### src/rtl/rf_clr_multi.sv
// rf_clr_multi: parametrised register file with two combinational read ports,
// one synchronous write port, per-entry valid bits and a sequenced bulk clear.
// Optional feature macro: RF_BYPASS_EN. When defined, an accepted write is
// forwarded to a read port whose address matches Rw in the same cycle.

// One storage entry: data word plus its valid bit.
module rf_clr_entry #(
   parameter int                DATA_W  = 16,
   parameter logic [DATA_W-1:0] CLR_VAL = '0
) (
   input  logic              gclk,
   input  logic              grst_n,
   input  logic              we_i,
   input  logic              clr_i,
   input  logic [DATA_W-1:0] wdat_i,
   output logic [DATA_W-1:0] dat_o,
   output logic              vld_o
);

   logic [DATA_W-1:0] dat_q;
   logic              vld_q;

   // Clear and write are never both asserted: writes are refused while clearing.
   always_ff @(posedge gclk or negedge grst_n) begin
      if (!grst_n) begin
         dat_q <= CLR_VAL;
         vld_q <= 1'b0;
      end else if (clr_i) begin
         dat_q <= CLR_VAL;
         vld_q <= 1'b0;
      end else if (we_i) begin
         dat_q <= wdat_i;
         vld_q <= 1'b1;
      end
   end

   assign dat_o = dat_q;
   assign vld_o = vld_q;

endmodule

module rf_clr_multi #(
   parameter int                DATA_W  = 16,
   parameter int                ADDR_W  = 4,
   parameter logic [DATA_W-1:0] CLR_VAL = '0
) (
   input  logic              gclk,
   input  logic              grst_n,
   input  logic [ADDR_W-1:0] Ra_i,
   input  logic [ADDR_W-1:0] Rb_i,
   input  logic [ADDR_W-1:0] Rw_i,
   input  logic              WrEn_i,
   input  logic [DATA_W-1:0] Wdat_i,
   input  logic              ClrReq_i,
   output logic [DATA_W-1:0] Adat_o,
   output logic [DATA_W-1:0] Bdat_o,
   output logic              Avld_o,
   output logic              Bvld_o,
   output logic              Busy_o,
   output logic              WrDrop_o
);

   localparam int                DEPTH    = 2 ** ADDR_W;
   localparam logic [ADDR_W-1:0] LAST_IDX = '1;

   typedef enum logic {IDLE, CLEAR} state_e;

   state_e                        state_q, state_d;
   logic [ADDR_W-1:0]             cnt_q, cnt_d;
   logic                          wrdrop_q, wrdrop_d;
   logic                          busy;
   logic                          wr_acc;
   logic [DEPTH-1:0][DATA_W-1:0]  mem;
   logic [DEPTH-1:0]              vld;

   assign busy   = (state_q == CLEAR);
   assign wr_acc = WrEn_i && !busy;

   // Storage: one entry per address, write and clear strobes decoded here.
   for (genvar g = 0; g < DEPTH; g++) begin : g_entry
      rf_clr_entry #(
         .DATA_W  (DATA_W),
         .CLR_VAL (CLR_VAL)
      ) u_entry (
         .gclk   (gclk),
         .grst_n (grst_n),
         .we_i   (wr_acc && (Rw_i == ADDR_W'(g))),
         .clr_i  (busy && (cnt_q == ADDR_W'(g))),
         .wdat_i (Wdat_i),
         .dat_o  (mem[g]),
         .vld_o  (vld[g])
      );
   end

   // Clear sequencer state, sweep counter and refused-write flag.
   always_ff @(posedge gclk or negedge grst_n) begin
      if (!grst_n) begin
         state_q  <= IDLE;
         cnt_q    <= '0;
         wrdrop_q <= 1'b0;
      end else begin
         state_q  <= state_d;
         cnt_q    <= cnt_d;
         wrdrop_q <= wrdrop_d;
      end
   end

   // Next state: ClrReq only matters in IDLE; the sweep ends after the last entry
   // and the counter wraps back to zero on its own.
   always_comb begin
      state_d  = state_q;
      cnt_d    = cnt_q;
      wrdrop_d = WrEn_i && busy;
      case (state_q)
         IDLE: begin
            if (ClrReq_i) begin
               state_d = CLEAR;
               cnt_d   = '0;
            end
         end
         CLEAR: begin
            cnt_d = cnt_q + 1'b1;
            if (cnt_q == LAST_IDX) state_d = IDLE;
         end
         default: state_d = IDLE;
      endcase
   end

   // Combinational read ports, with optional same-cycle write forwarding.
   always_comb begin
      Adat_o = mem[Ra_i];
      Avld_o = vld[Ra_i];
      Bdat_o = mem[Rb_i];
      Bvld_o = vld[Rb_i];
`ifdef RF_BYPASS_EN
      if (wr_acc && (Rw_i == Ra_i)) begin
         Adat_o = Wdat_i;
         Avld_o = 1'b1;
      end
      if (wr_acc && (Rw_i == Rb_i)) begin
         Bdat_o = Wdat_i;
         Bvld_o = 1'b1;
      end
`else
`endif
   end

   assign Busy_o   = busy;
   assign WrDrop_o = wrdrop_q;

endmodule
### config.mk
export PLATFORM = sky130hd
export DESIGN_NAME = rf_clr_multi
export DESIGN_NICKNAME = d
export VERILOG_FILES = /design/src/rtl/rf_clr_multi.sv
export SDC_FILE = /design/constraint.sdc
export NUM_CORES = 1
export LEC_CHECK = 0
export ABC_AREA = 1
export BUFFER_PORTS_ARGS = -buffer_cell sky130_fd_sc_hd__buf_2
export CAP_MARGIN = 30
export CORE_MARGIN = 10
export CORE_UTILIZATION = 55
export CTS_CLUSTER_SIZE = 12
export DETAILED_ROUTE_END_ITERATION = 10
export GPL_ROUTABILITY_DRIVEN = 0
export GPL_TIMING_DRIVEN = 0
export PLACE_DENSITY_LB_ADDON = 0.12
export SYNTH_ARGS = -nofsm -noshare
export SYNTH_HDL_FRONTEND = slang
export SYNTH_SLANG_ARGS = --single-unit
### constraint.sdc
create_clock -name gclk -period 4.65 [get_ports gclk]
set_clock_uncertainty 0.2 [all_clocks]
set_input_delay 0 -clock gclk [delete_from_list [all_inputs] [get_ports gclk]]
set_output_delay 0 -clock gclk [all_outputs]
set_load 0.01 [all_outputs]
==> results.ini <==
[hold_path]
min_path_type=in -> reg

[clock_tree]
worst_skew_pair.late_latency_ps=520
cts_hold_buffers=33
clockBufferDepth=3
clkSinkCount=278
cts_setup_buffers=0
cts_tree=built
htree_levels=2
cts_buffers=34
root_buffer=clkbuf_16
cts_resized=0
path_clk_slew_ps=60

[synthesis]
synth_top_area_share_pct=44.0
synth.avg_cell_area_um2=7.32
synthCells=2160
ys_warn_count=0
synth-async-reset-ratio_pct=100
synth_cell_types=24
synth-seq-cells=278
syn_nets=2196
yosysSeqAreaShare_pct=44.0
synth-edff-count=0
synth_flop_cell=dfrtp_1
netlist_top_cells_area=dfrtp_1 (44%), nand3_1 (15%), nand2_1 (14%)
yosysTopAreaCell=dfrtp_1
synth.cell_area_um2=15800

[finish]
diodes=0
postLayoutCoreUtil_pct=63.7
nets=2328
drive_gt1_share_pct=10.4
layout-area-overhead-vs-synth_pct=15.0
final_cell_area_um2=18200
post_layout_nonfiller_instances=2701

[floorplan]
die_area_um2=35900
ioPinCount=68
core-area_um2=28500
die_h_um=190
rows=62
die_width_um=190
start_util_pct=55.4

[worst_setup_path]
crit_path_top_delay_cell=dlygate4sd3_1
endpoint_kind=register
cp.required_ps=4890
slowest_delay_ps=780
worstSetupPathType=in -> reg
crit_chain=dlygate4sd3_1 -> buf_2 -> nor2_1 -> dlygate4sd3_1 -> nand2_2 -> dlygate4sd3_1 -> o22ai_1
cp.buffers_inverters=4
crit_top_cell=dlygate4sd3_1
crit_fanout=7
cp_top_family=buffers and inverters
critPathLaunchType=input pin
cp.arrival_ps=2710

[sta]
layout_min_cycle_time_ps=2470
finalSetupViolations=0
min_period_over_period_pct=53.1
worstMarginPinSlew_ps=1090
maxSlewViolCount=0
rsz0062_at_grt=no
finalHoldViolations=0
fmax_ghz=0.405
worst_hold_slack_ps=69.3
timing.final.ws_setup_ps=2180
maxSlewHeadroom_pct=27.4

[place]
dpl_worst_slack_ps=2510
dpl.hpwl_um=46300
placement.io_buffers=61
place_area_um2=16700
placedCellCount=2607

[detailed_routing]
ant_nets=0
routedWlPerCell_um=24.6
first_pass_iters=9
routed_wl_um=66500
drt_iter0_drc=3065
avgViaCountPerCell=6.40
vias=17300
drc=0

[job]
cap_viol_max_count=0

[pwr]
p_leak_nw=9.66
vdd_drop_max_uv=331
powerDensity_nw_per_um2=450

[global_route]
grt_pass1_vias=16700
grt_use_total_pct=36.2
grt_max_degree=124
grt_remaining_overflow=0
antenna_found_initial=0
grt_pass1_wl_um=99400

[run_status]
status=finished clean

## sequential cells by signal, summed over array words and instances (netlist names)
name                   cells
Busy_o                     1
WrDrop_o                   1
cnt_q                      4
g_entry.u_entry.dat_o    256
g_entry.u_entry.vld_o     16
## per-stage QoR
stage               TNS [ps]  total power [mW]
detailed placement         0              5.28
global placement     -472060              5.22
finish                     0              8.17
floorplan                  0              4.54
CTS                        0              8.05
global route               0              8.48
## layout by cell type (no fill, tap or decap)
cell type	count
buf_16	3
nor2_1	5
nand2_2	16
clkbuf_8	9
clkbuf_1	74
dfrtp_1	278
inv_1	304
clkinv_2	8
a31oi_1	1
nor2_4	3
inv_4	1
nand3_1	477
clkbuf_16	37
dlygate4sd3_1	32
buf_1	11
buf_8	1
nor2_2	2
inv_2	4
nand2_4	16
o21ai_2	1
clkinv_1	4
a21oi_1	1
buf_6	26
o22ai_1	257
buf_2	107
nand2_1	608
buf_4	4
nor2_8	1
bufinv_16	2
o21ai_0	20
ha_1	4
## routing by layer
metal / GRT usage, % / up-vias / part of all wire [%]
met5: 0 / - / 0
met1: 47.0 / 7984 / 37
met4: 23.4 / 0 / 7.8
met3: 11.6 / 379 / 15
met2: 51.3 / 1555 / 41
li1: - / 7374 / -
## logic make-up after synthesis
logic type                 synth area share [%]
and+or+nand+nor                            31.9
adders and majority gates                 0.317
DFF                                        44.0
AOI/OAI and AO/OA                          10.9
buffers and inverters                      12.9
## worst register-to-register path, cell delays in order (launching register included)
cell and delay (ps):
dfrtp_1 380, buf_6 150, inv_4 60, nand2_4 100, nor2_4 220, nand2_2 190, dlygate4sd3_1 780, o22ai_1 240
## Yosys cell counts (2+ instances only)
cell type and instances:
nor2_1 5, buf_4 4, clkinv_1 4, nand2_4 16
nor2_4 3, o22ai_1 257, buf_2 47, nor2_2 2
buf_6 26, clkbuf_1 69, nand2_2 16, buf_1 11
inv_1 304, ha_1 4, inv_2 4, nand2_1 608
nand3_1 477, dfrtp_1 278, o21ai_0 20
## worst paths after layout
check | startpoint | endpoint | slack, ps | cells past startpoint
hold reg to reg | g_entry[9].u_entry.dat_o[3]$_DFFE_PN0P_ | g_entry[9].u_entry.dat_o[3]$_DFFE_PN0P_ | 340 | 2
setup / recovery | Rw_i[3] | g_entry[1].u_entry.dat_o[4]$_DFFE_PN0P_ | 2180 | 7
setup reg to reg | Busy_o$_DFF_PN0_ | g_entry[1].u_entry.dat_o[4]$_DFFE_PN0P_ | 2260 | 7
max in group asynchronous | grst_n | g_entry[14].u_entry.dat_o[3]$_DFFE_PN0P_ | 3180 | 4
min in group asynchronous | grst_n | g_entry[1].u_entry.dat_o[14]$_DFFE_PN0P_ | 450 | 4
hold / removal | WrEn_i | WrDrop_o$_DFF_PN0_ | 70 | 4
## final cells by class
cell class	instances	area (um^2)
well taps	384	480
multi-input cells	1412	6810
repair buffers	96	718
clock buffers	51	1070
inverters	313	1180
fillers	2649	10400
clock inverters	10	100
flip-flops and latches	278	6960
plain buffers	157	858
## report_power, final
part,internal [mW],switching (mW)
clock network,1.70,1.08
logic,0.741,1.67
registers,2.84,0.143
total,5.28,2.89
No activity file was read; power rests on OpenSTA's default activity.
